$ cat src/rtl/cdecn_pkg.sv
// Shared encodings for the cdecn datapath: bus codes, ALU ops, FLG bits, memory FSM.
package cdecn_pkg;

  localparam int unsigned CTRL_W = 17;
  localparam int unsigned FLG_W  = 5;
  localparam int unsigned WCNT_W = 16;

  localparam logic [3:0] SRC_PC    = 4'd0;
  localparam logic [3:0] SRC_A     = 4'd1;
  localparam logic [3:0] SRC_B     = 4'd2;
  localparam logic [3:0] SRC_C     = 4'd3;
  localparam logic [3:0] SRC_R     = 4'd4;
  localparam logic [3:0] SRC_RDR   = 4'd5;
  localparam logic [3:0] SRC_FLG   = 4'd6;
  localparam logic [3:0] SRC_IPORT = 4'd8;

  localparam logic [3:0] DST_PC    = 4'd0;
  localparam logic [3:0] DST_A     = 4'd1;
  localparam logic [3:0] DST_B     = 4'd2;
  localparam logic [3:0] DST_C     = 4'd3;
  localparam logic [3:0] DST_MAR   = 4'd4;
  localparam logic [3:0] DST_WDR   = 4'd5;
  localparam logic [3:0] DST_T     = 4'd6;
  localparam logic [3:0] DST_I     = 4'd7;
  localparam logic [3:0] DST_OPORT = 4'd8;
  localparam logic [3:0] DST_FLG   = 4'd9;

  localparam logic [4:0] ALU_PASS = 5'd0;
  localparam logic [4:0] ALU_ADD  = 5'd1;
  localparam logic [4:0] ALU_ADC  = 5'd2;
  localparam logic [4:0] ALU_SUB  = 5'd3;
  localparam logic [4:0] ALU_SBB  = 5'd4;
  localparam logic [4:0] ALU_AND  = 5'd5;
  localparam logic [4:0] ALU_OR   = 5'd6;
  localparam logic [4:0] ALU_XOR  = 5'd7;
  localparam logic [4:0] ALU_NOT  = 5'd8;
  localparam logic [4:0] ALU_SHL  = 5'd9;
  localparam logic [4:0] ALU_SHR  = 5'd10;
  localparam logic [4:0] ALU_ASR  = 5'd11;

  localparam int unsigned FLG_ERR = 0;
  localparam int unsigned FLG_CY  = 1;
  localparam int unsigned FLG_Z   = 2;
  localparam int unsigned FLG_S   = 3;
  localparam int unsigned FLG_V   = 4;

  typedef enum logic [1:0] {
    ST_IDLE    = 2'd0,
    ST_RD_WAIT = 2'd1,
    ST_WR_WAIT = 2'd2
  } mem_state_e;

  typedef struct packed {
    logic [1:0] mmrw;
    logic       fwr;
    logic       rwr;
    logic [3:0] xdst;
    logic [4:0] aluop;
    logic [3:0] xsrc;
  } ctrl_t;

endpackage

$ cat src/rtl/cdecn_alu.sv
// Combinational ALU: X op Y with carry-in; flags returned as {V,S,Z,Cy}.
module cdecn_alu
  import cdecn_pkg::*;
#(
  parameter int unsigned WIDTH = 8
) (
  input  logic [WIDTH-1:0] x,
  input  logic [WIDTH-1:0] y,
  input  logic             cin,
  input  logic [4:0]       op,
  output logic [WIDTH-1:0] res_c,
  output logic [3:0]       flags_c
);

  localparam int unsigned WX  = WIDTH + 1;
  localparam int unsigned MSB = WIDTH - 1;

  logic [WIDTH:0] ext;
  logic           cy;
  logic           v;

  // Subtraction borrows show up as the extended top bit.
  always_comb begin
    ext   = '0;
    res_c = x;
    cy    = 1'b0;
    v     = 1'b0;
    case (op)
      ALU_ADD, ALU_ADC: begin
        ext   = {1'b0, x} + {1'b0, y} + WX'(cin & (op == ALU_ADC));
        res_c = ext[MSB:0];
        cy    = ext[WIDTH];
        v     = (x[MSB] == y[MSB]) && (res_c[MSB] != x[MSB]);
      end
      ALU_SUB, ALU_SBB: begin
        ext   = {1'b0, x} - {1'b0, y} - WX'(cin & (op == ALU_SBB));
        res_c = ext[MSB:0];
        cy    = ext[WIDTH];
        v     = (x[MSB] != y[MSB]) && (res_c[MSB] != x[MSB]);
      end
      ALU_AND: res_c = x & y;
      ALU_OR:  res_c = x | y;
      ALU_XOR: res_c = x ^ y;
      ALU_NOT: res_c = ~x;
      ALU_SHL: begin
        res_c = {x[MSB-1:0], 1'b0};
        cy    = x[MSB];
      end
      ALU_SHR: begin
        res_c = {1'b0, x[MSB:1]};
        cy    = x[0];
      end
      ALU_ASR: begin
        res_c = {x[MSB], x[MSB:1]};
        cy    = x[0];
      end
      default: res_c = x;
    endcase
  end

  assign flags_c = {v, res_c[MSB], (res_c == '0), cy};

endmodule

$ cat src/rtl/cdecn_dp.sv
// Microcoded datapath: register file on XBUS, ALU, memory handshake FSM with timeout, debug monitor.
module cdecn_dp
  import cdecn_pkg::*;
#(
  parameter int unsigned WIDTH    = 8,
  parameter int unsigned PC_RESET = 0,
  parameter int unsigned TIMEOUT  = 255
) (
  input  logic              clock,
  input  logic              reset,
  input  logic [WIDTH-1:0]  io_in,
  output logic [WIDTH-1:0]  io_out,
  output logic [WIDTH-1:0]  adrs,
  input  logic [WIDTH-1:0]  data_in,
  output logic [WIDTH-1:0]  data_out,
  output logic              mem_req,
  output logic              mem_we,
  input  logic              mem_ack,
  output logic [WIDTH-1:0]  I,
  output logic [3:0]        flags,
  output logic              stall,
  input  logic [CTRL_W-1:0] ctrl,
  input  logic [7:0]        resad,
  output logic [WIDTH-1:0]  resdt
);

  localparam logic [WCNT_W-1:0] TMO = WCNT_W'(TIMEOUT);

  ctrl_t cw;
  assign cw = ctrl_t'(ctrl);

  logic [WIDTH-1:0]  pc_q, pc_d, i_q, i_d, t_q, t_d, r_q, r_d;
  logic [WIDTH-1:0]  mar_q, mar_d, rdr_q, rdr_d, wdr_q, wdr_d;
  logic [WIDTH-1:0]  a_q, a_d, b_q, b_d, c_q, c_d;
  logic [WIDTH-1:0]  oport_q, oport_d, iport_q, iport_d;
  logic [FLG_W-1:0]  flg_q, flg_d;
  logic [WCNT_W-1:0] wcnt_q, wcnt_d, wcnt_inc;
  mem_state_e        state_q, state_d;

  logic [WIDTH-1:0]  xbus;
  logic [WIDTH-1:0]  alu_res;
  logic [3:0]        alu_flags;

  always_comb begin
    case (cw.xsrc)
      SRC_PC:    xbus = pc_q;
      SRC_A:     xbus = a_q;
      SRC_B:     xbus = b_q;
      SRC_C:     xbus = c_q;
      SRC_R:     xbus = r_q;
      SRC_RDR:   xbus = rdr_q;
      SRC_FLG:   xbus = WIDTH'(flg_q);
      SRC_IPORT: xbus = iport_q;
      default:   xbus = '1;
    endcase
  end

  cdecn_alu #(.WIDTH(WIDTH)) u_alu (
    .x       (xbus),
    .y       (t_q),
    .cin     (flg_q[FLG_CY]),
    .op      (cw.aluop),
    .res_c   (alu_res),
    .flags_c (alu_flags)
  );

  assign wcnt_inc = wcnt_q + WCNT_W'(1);

  // Next-state: memory FSM first, then ctrl writes which are frozen while stalled.
  always_comb begin
    pc_d    = pc_q;
    i_d     = i_q;
    t_d     = t_q;
    r_d     = r_q;
    mar_d   = mar_q;
    rdr_d   = rdr_q;
    wdr_d   = wdr_q;
    a_d     = a_q;
    b_d     = b_q;
    c_d     = c_q;
    oport_d = oport_q;
    iport_d = io_in;
    flg_d   = flg_q;
    wcnt_d  = wcnt_q;
    state_d = state_q;

    case (state_q)
      ST_IDLE: begin
        if (cw.mmrw == 2'b10) begin
          state_d = ST_RD_WAIT;
          wcnt_d  = '0;
        end else if (cw.mmrw == 2'b01) begin
          state_d = ST_WR_WAIT;
          wcnt_d  = '0;
        end
      end
      ST_RD_WAIT, ST_WR_WAIT: begin
        if (mem_ack) begin
          state_d = ST_IDLE;
          if (state_q == ST_RD_WAIT) rdr_d = data_in;
        end else if (wcnt_inc == TMO) begin
          state_d        = ST_IDLE;
          wcnt_d         = wcnt_inc;
          flg_d[FLG_ERR] = 1'b1;
        end else begin
          wcnt_d = wcnt_inc;
        end
      end
      default: state_d = ST_IDLE;
    endcase

    if (state_q == ST_IDLE) begin
      if (cw.rwr) r_d = alu_res;
      case (cw.xdst)
        DST_PC:    pc_d    = xbus;
        DST_A:     a_d     = xbus;
        DST_B:     b_d     = xbus;
        DST_C:     c_d     = xbus;
        DST_MAR:   mar_d   = xbus;
        DST_WDR:   wdr_d   = xbus;
        DST_T:     t_d     = xbus;
        DST_I:     i_d     = xbus;
        DST_OPORT: oport_d = xbus;
        DST_FLG:   flg_d   = xbus[FLG_W-1:0];
        default:   ;
      endcase
      // ALU flags override the bus value; mem_err still comes from XBUS[0].
      if (cw.fwr) flg_d[FLG_V:FLG_CY] = alu_flags;
    end
  end

  always_ff @(posedge clock or posedge reset) begin
    if (reset) begin
      pc_q    <= WIDTH'(PC_RESET);
      i_q     <= '0;
      t_q     <= '0;
      r_q     <= '0;
      mar_q   <= '0;
      rdr_q   <= '0;
      wdr_q   <= '0;
      a_q     <= '0;
      b_q     <= '0;
      c_q     <= '0;
      oport_q <= '0;
      iport_q <= '0;
      flg_q   <= '0;
      wcnt_q  <= '0;
      state_q <= ST_IDLE;
    end else begin
      pc_q    <= pc_d;
      i_q     <= i_d;
      t_q     <= t_d;
      r_q     <= r_d;
      mar_q   <= mar_d;
      rdr_q   <= rdr_d;
      wdr_q   <= wdr_d;
      a_q     <= a_d;
      b_q     <= b_d;
      c_q     <= c_d;
      oport_q <= oport_d;
      iport_q <= iport_d;
      flg_q   <= flg_d;
      wcnt_q  <= wcnt_d;
      state_q <= state_d;
    end
  end

  assign mem_req  = (state_q != ST_IDLE);
  assign mem_we   = (state_q == ST_WR_WAIT);
  assign stall    = mem_req;
  assign adrs     = mar_q;
  assign data_out = wdr_q;
  assign io_out   = oport_q;
  assign I        = i_q;
  assign flags    = flg_q[FLG_V:FLG_CY];

  always_comb begin
    case (resad)
      8'h00:   resdt = pc_q;
      8'h01:   resdt = i_q;
      8'h02:   resdt = t_q;
      8'h03:   resdt = r_q;
      8'h04:   resdt = mar_q;
      8'h05:   resdt = data_in;
      8'h06:   resdt = rdr_q;
      8'h07:   resdt = wdr_q;
      8'h08:   resdt = a_q;
      8'h09:   resdt = b_q;
      8'h0A:   resdt = c_q;
      8'h0D:   resdt = WIDTH'(flg_q);
      8'h0E:   resdt = xbus;
      8'h0F:   resdt = iport_q;
      8'h10:   resdt = WIDTH'(state_q);
      8'h11:   resdt = WIDTH'(wcnt_q);
      default: resdt = '0;
    endcase
  end

endmodule

$ cat config.mk
export PLATFORM = sky130hd
export DESIGN_NAME = cdecn_dp
export DESIGN_NICKNAME = d
export VERILOG_FILES = /design/src/rtl/cdecn_pkg.sv /design/src/rtl/cdecn_alu.sv /design/src/rtl/cdecn_dp.sv
export SDC_FILE = /design/constraint.sdc
export NUM_CORES = 1
export LEC_CHECK = 0
export ABC_AREA = 1
export BUFFER_PORTS_ARGS = -buffer_cell sky130_fd_sc_hd__buf_2
export CAP_MARGIN = 20
export CORE_MARGIN = 10
export CORE_UTILIZATION = 65
export DETAILED_ROUTE_END_ITERATION = 8
export PLACE_DENSITY = 0.95
export SYNTH_ARGS = -nofsm -noshare
export SYNTH_HDL_FRONTEND = slang
export SYNTH_SLANG_ARGS = --single-unit
$ cat constraint.sdc
create_clock -name clock -period 8.8 [get_ports clock]
set_input_delay 0.44 -clock clock [delete_from_list [all_inputs] [get_ports clock]]
set_output_delay 0.44 -clock clock [all_outputs]
set_load 0.01 [all_outputs]
==> results_dict.tcl, run 1 <==
set metrics [dict create \
    cts_tree "yes" \
    core-area_um2 12160 \
    ant_nets 0 \
    synthesis.area_um2 8190 \
    r2r-start "flg_q[3]$_DFFE_PP0P_" \
    r2r_cells 21 \
    synth-edff-count 0 \
    routed-wl-met3_um 4031 \
    pwr_density_cell_nw_per_um2 316.4 \
    setup_viol 0 \
    start_util_pct 67.35 \
    antenna_found_initial 0 \
    crit_required_ps 9160 \
    period_minus_slack_ps 4005 \
    outcome "finished clean" \
    path_clk_slew_ps 60 \
    ctsHoldBuffers 0 \
    grt_use_total_pct 34.36 \
    io_pins 91 \
    nFillCells 880 \
    yosysWarnings 0 \
    tns_ps 0 \
    reg2reg_to "flg_q[2]$_DFFE_PP0P_" \
    gp_congestion 1.086 \
    cts_setup_buffers 0 \
    grt_pass1_wl_um 47200 \
    numClockSinks 119 \
    drt_pass1_iterations 8 \
    dp_hpwl_um 22690 \
    critical_path.most_common_cell "nand2_1" \
    ir_drop_v 0.0002286 \
    yosys.area.top_type "dfrtp_1" \
    crit_arrival_ps 4370 \
    synth_nets 1232 \
    htreeDepth 4 \
    cp_slowest_cell "nand3_1" \
    crit_type "in2reg" \
    grt_pass1_vias 8335 \
    drt_wl_total_um 30620 \
    ys_types 51 \
    post_drt_wl_per_cell_um 21.66 \
    synthToLayoutAreaGrowth_pct 13.11 \
    grt_max_degree 72 \
    met2WireLength_um 13560 \
    netlist_instances 1150 \
    hold_viol 0 \
    finalNetCount 1315 \
    synth.top_cell.area_share_pct 36.36 \
    fmax_ghz 0.2497 \
    cp-start-kind "input pin" \
    ff2ff_setup_slack_ps 5050 \
    cp_max_fo 19 \
    antenna_cells 0 \
    cp-end-kind "flop" \
    async_flop_share_pct 100.0 \
    clockBufferDepth 2 \
    worstPathCellList "buf_2, nor2_4, nand2_2, nand2_2, nand3_1, inv_2, ha_1, ha_1, inv_1, o21ai_0, nand2_1, nand3_1, nand2_1, nand3_1, nand2_1, nor2_1, nand2_1, nor3_2, nand2_1, nor2_1, nand2_1, a21oi_2" \
    synth_area_per_cell_um2 7.122 \
    dieWidth_um 132.3 \
    drive_gt1_share_pct 14.37 \
    synthTopCellsByArea "dfrtp_1, nand2_1, inv_1" \
    cts-buffers-inserted 17 \
    finalMaxSlewViolations 0 \
    grt_overflow 0 \
    drcViolationCount 0 \
    min_period_over_period_pct 45.52 \
    routed-via-count 8840 \
    ys_ff_latch 119 \
    rsz0062_at_grt "false" \
    clock-root-buffer "clkbuf_16" \
    cp_top_family "simple AND/OR/NAND/NOR gates" \
    cpPeakStageDelay_ps 540 \
    die_y_um 132.3 \
    worstSetupEndpoint "flg_q[2]$_DFFE_PP0P_" \
    num_rows 40 \
    yosys_most_used_dff "dfrtp_1" \
    path_buf_inv 3 \
    ys_seq_area_share_pct 36.36 \
    post_cts_resized 0 \
    power_leakage_uw 0.004691 \
    wl_met1_um 11380 \
    clock_insertion_delay_worst_skew_ps 440 \
    hp-class "in2async" \
    cp.depth 22 \
    critPathLaunch "ctrl[0]" \
    worstMarginPinSlew_ps 947.7 \
    port_buffers 90 \
    drtIter0Drc 1263 \
    dieArea_um2 17490 \
    cap_viol_max_count 0 \
    routed_via_density 6.252 \
    slew-limit-headroom_pct 36.58 \
    hold_slack_ps 83.11 \
    fin_skew_ps 9.350 \
    routed.top_layer "met4" \
]
==> stage by stage <==
stage	setup WS, ps	util (%)	instance area [um^2]	total power [uW]	cells
6_report	4795	76.17	9264	2931	1414
2_1_floorplan	5203	-	8190	1673	1150
3_3_place_gp	4671	71.08	8645	2088	1380
3_5_place_dp	4560	71.14	8652	2126	1381
5_1_grt	4600	76.17	9264	3086	1414
4_1_cts	4966	76.11	9256	2865	1413
==> synth_stat cells, drive strengths merged (3+ instances only) <==
cell type / number
nand3: 101
a21oi: 28
a221oi: 10
clkbuf: 10
nand4: 18
o2bb2ai: 3
o221ai: 5
clkinv: 3
a211oi: 3
nor2: 119
xor2: 9
inv: 174
o211ai: 5
nor3: 12
ha: 34
buf: 20
dfrtp: 119
o22ai: 25
nand2: 303
or2: 5
o21ai: 124
fa: 4
==> cell families (layout without fill, tap and decap cells) <==
| family | Yosys count | count (layout) | share of synthesized area [%] |
|---|---|---|---|
| fa+ha+maj | 38 | 38 | 6.172 |
| flops | 119 | 119 | 36.36 |
| xor+xnor | 9 | 9 | 0.9625 |
| buf+inv | 207 | 303 | 10.91 |
| simple gates | 561 | 561 | 30.35 |
| compound gates | 216 | 216 | 15.25 |
==> how the worst min path moves through the flow <==
stage / start / endpoint / slack (ps) / cells past startpoint
global route: io_in[5] / iport_q[5]$_DFF_PP0_ / 100 / 1
finish: reset / pc_q[2]$_DFFE_PP0P_ / 80 / 2
floorplan: r_q[5]$_DFFE_PP0P_ / r_q[5]$_DFFE_PP0P_ / 450 / 2
CTS: io_in[2] / iport_q[2]$_DFF_PP0_ / 110 / 1
global placement: io_out[2]$_DFFE_PP0P_ / io_out[2]$_DFFE_PP0P_ / 470 / 2
detailed placement: io_out[2]$_DFFE_PP0P_ / io_out[2]$_DFFE_PP0P_ / 470 / 2
==> layer usage <==
metal / GRT usage [%] / up-vias
met2: 52.14 / 680
li1: - / 3918
met5: 0 / -
met4: 17.24 / 0
met1: 42.88 / 4110
met3: 11.32 / 132
==> flip-flops by register name (all words and copies together) (netlist names), 5 cells and up <==
register	count
adrs	8
io_out	8
c_q	8
b_q	8
flg_q	5
iport_q	8
r_q	8
I	8
pc_q	8
t_q	8
rdr_q	8
data_out	8
a_q	8
wcnt_q	16
==> placed cells by master (no fill, tap or decap), types with 4 or more instances in the layout <==
master and count:
o221ai_1 5, nand2_1 299, nand3_2 5, inv_2 9, nor2_2 14, xor2_1 9, nand2_2 4, ha_1 34
o21ai_1 5, or2_2 5, nand3_4 4, a21oi_1 27, nand4_1 18, clkinvlp_4 4, o22ai_1 25, nor3_1 9
buf_4 4, nor2_1 101, dfrtp_1 119, o211ai_1 5, nor2_4 4, buf_2 90, fa_1 4, nand3_1 92
clkbuf_16 17, o21ai_0 118, a221oi_1 10, inv_1 162
==> power by group <==
part	internal [uW]	leakage [uW]	switching, uW
combinational	376	0.00295	798
sequential	770	0.00146	260
clock	445	0.000286	282
==> final cells by class <==
type	instances	area, um^2	area share, %
clock buffer	17	425.4	4.592
clock inverter	15	178.9	1.931
timing repair buffer	94	480.5	5.186
multi-input combinational	824	4319	46.62
inverter	177	671.9	7.253
tap	168	210.2	2.269
sequential	119	2978	32.14
No activity file was read; power rests on OpenSTA's default activity.
==> run 2: changes to the inputs <==
--- a/config.mk
+++ b/config.mk
@@ -9,9 +9,9 @@
 export BUFFER_PORTS_ARGS = -buffer_cell sky130_fd_sc_hd__buf_2
 export CAP_MARGIN = 20
 export CORE_MARGIN = 10
-export CORE_UTILIZATION = 65
+export CORE_UTILIZATION = 54
 export DETAILED_ROUTE_END_ITERATION = 8
-export PLACE_DENSITY = 0.95
+export PLACE_DENSITY = 0.87
 export SYNTH_ARGS = -nofsm -noshare
 export SYNTH_HDL_FRONTEND = slang
 export SYNTH_SLANG_ARGS = --single-unit
==> constraint.sdc (replaced) <==
create_clock -name clock -period 3.55 [get_ports clock]
set_input_delay 0.1775 -clock clock [delete_from_list [all_inputs] [get_ports clock]]
set_output_delay 0.1775 -clock clock [all_outputs]
set_load 0.01 [all_outputs]
==> run 2 against run 1 <==
Die area increased by 17%. Final cell count increased by 3.6%. Non-clock buffer count increased by 35. Clock-buffer cell count unchanged. Critical path depth decreased by 2. Largest power group unchanged.
==> results_dict.tcl, run 2 (synthesis gave the netlist of run 1 again) <==
set metrics [dict create \
    pwr_density_cell_nw_per_um2 745.2 \
    cts_setup_buffers 0 \
    routed-via-count 8671 \
    power_leakage_uw 0.004874 \
    period_minus_slack_ps 3326 \
    num_rows 44 \
    place_area_um2 8887 \
    drt_wl_total_um 30300 \
    crit_arrival_ps 3690 \
    layout_commonest_cell "nand2_1" \
    largest_reg_flops 16 \
    grt_pass1_wl_um 47130 \
    hold_viol 0 \
    clock-root-buffer "clkbuf_16" \
    clockBufferDepth 2 \
    antenna_cells 0 \
    path_clk_slew_ps 60 \
    grt_max_degree 66 \
    ant_nets 0 \
    finalMaxSlewViolations 0 \
    min_period_over_period_pct 93.69 \
    post_drt_wl_per_cell_um 20.68 \
    cts_tree "yes" \
    most-common-layout-cells "nand2_1, inv_1, dfrtp_1, o21ai_0, nor2_1" \
    htreeDepth 4 \
    setup_viol 0 \
    die_y_um 143.2 \
    fin_skew_ps 9.114 \
    outcome "finished clean" \
    grt_overflow 0 \
    cap_viol_max_count 0 \
    grt_pass1_vias 8638 \
    dieWidth_um 143.2 \
    worstMarginPinSlew_ps 887.6 \
    tns_ps 0 \
    rsz0062_at_grt "false" \
    core-area_um2 14700 \
    ir_drop_v 0.0004912 \
    numClockSinks 119 \
    cp-start-kind "flop" \
    antenna_found_initial 0 \
    drive_gt1_share_pct 16.08 \
    synthToLayoutAreaGrowth_pct 17.08 \
    grt_use_total_pct 29.98 \
    nFillCells 1278 \
    dp_hpwl_um 23050 \
    hp-class "in2reg" \
    finalNetCount 1350 \
    drcViolationCount 0 \
    clock_insertion_delay_worst_skew_ps 440 \
    slew-limit-headroom_pct 40.61 \
    port_buffers 90 \
    fmax_ghz 0.3007 \
    dieArea_um2 20490 \
    start_util_pct 55.72 \
    drt_pass1_iterations 6 \
    cts-buffers-inserted 17 \
    top_register "wcnt_q" \
    final_area_um2 9589 \
    drtIter0Drc 1100 \
    crit_required_ps 3920 \
    routed_via_density 5.919 \
    cp-end-kind "flop" \
    io_pins 91 \
    gp_congestion 1.015 \
    cp_max_fo 3 \
    crit_type "reg2reg" \
]
run 2: cell count changes in the layout (fill, tap and decap cells not counted):
| cell | change |
|---|---|
| nor2_2 | -1 |
| clkinv_2 | -3 |
| inv_8 | +3 |
| dfrtp_1 | -1 |
| dfrtp_2 | +1 |
| buf_12 | +1 |
| nor2_4 | +1 |
| clkinvlp_4 | -3 |
| bufinv_16 | -1 |
| inv_6 | +5 |
| buf_4 | +25 |
| clkinv_4 | -1 |
| dlygate4sd3_1 | +9 |
run 2: metrics by stage:
stage / std cells / total power (uW) / hold slack, ps / utilization [%] / setup slack (ps)
2_1_floorplan: 1150 / 4148 / 208.9 / - / 215.0
3_3_place_gp: 1424 / 5180 / 286.2 / 60.46 / 162.2
3_5_place_dp: 1424 / 5254 / 286.9 / 60.46 / 101.8
4_1_cts: 1465 / 7077 / 15.06 / 65.19 / 245.8
5_1_grt: 1465 / 7581 / 26.40 / 65.24 / 21.35
6_report: 1465 / 7145 / 17.08 / 65.24 / 223.9
run 2: layout make-up:
cell class              instances  area [um^2]  area share [%]
clock buffers                  17        425.4           4.436
flip-flops and latches        119         2979           31.07
repair buffers                129        778.2           8.116
multi-input cells             824         4324           45.09
well taps                     184        230.2           2.401
clock inverters                15        180.2           1.879
inverters                     177        671.9           7.007
run 2: where the power goes:
group	switching [uW]	internal [uW]
logic	1880	987
registers	566	1910
clock network	742	1060
total	3190	3960
run 2: worst max-delay path: stages (launching register included):
cell	delay [ps]
dfrtp_1	450
nand3_1	110
nand2_1	70
nor2_2	150
nand3_4	130
fa_1	440
fa_1	440
or2_2	320
nand2_1	80
nand2_1	50
o21ai_0	130
nor2_1	70
nor2_1	90
nand2_1	60
nor2_1	90
nand3_1	100
nor2_1	120
nand2_1	60
nor2_1	110
nand2_1	70
a21oi_2	110
run 2: path summary, 6_finish.rpt:
check	cells after the start	slack, ps	from	end
max reg2reg	20	220	a_q[0]$_DFFE_PP0P_	flg_q[2]$_DFFE_PP0P_
min reg2reg	2	490	io_out[1]$_DFFE_PP0P_	io_out[1]$_DFFE_PP0P_
max	20	220	a_q[0]$_DFFE_PP0P_	flg_q[2]$_DFFE_PP0P_
min	3	20	data_in[5]	rdr_q[5]$_DFFE_PP0P_
max in group asynchronous	4	2310	reset	io_out[3]$_DFFE_PP0P_
min in group asynchronous	3	470	reset	wcnt_q[4]$_DFFE_PP0P_
run 2: metal layers:
layer  GRT usage [%]  part of all wire (%)  up-vias
li1                -                     -     3988
met1           34.10                    38     4042
met2           49.14                    47      524
met3           7.761                   9.7      117
met4           19.44                   6.0        0
met5               0                     0        -
run 2: what timing repair did:
action | in CTS | in global routing
endpoints found under the setup margin | 0 | 1
resized for setup | 0 | 2
endpoints found under the hold margin | 72 | 0
hold buffers | 9 | 0
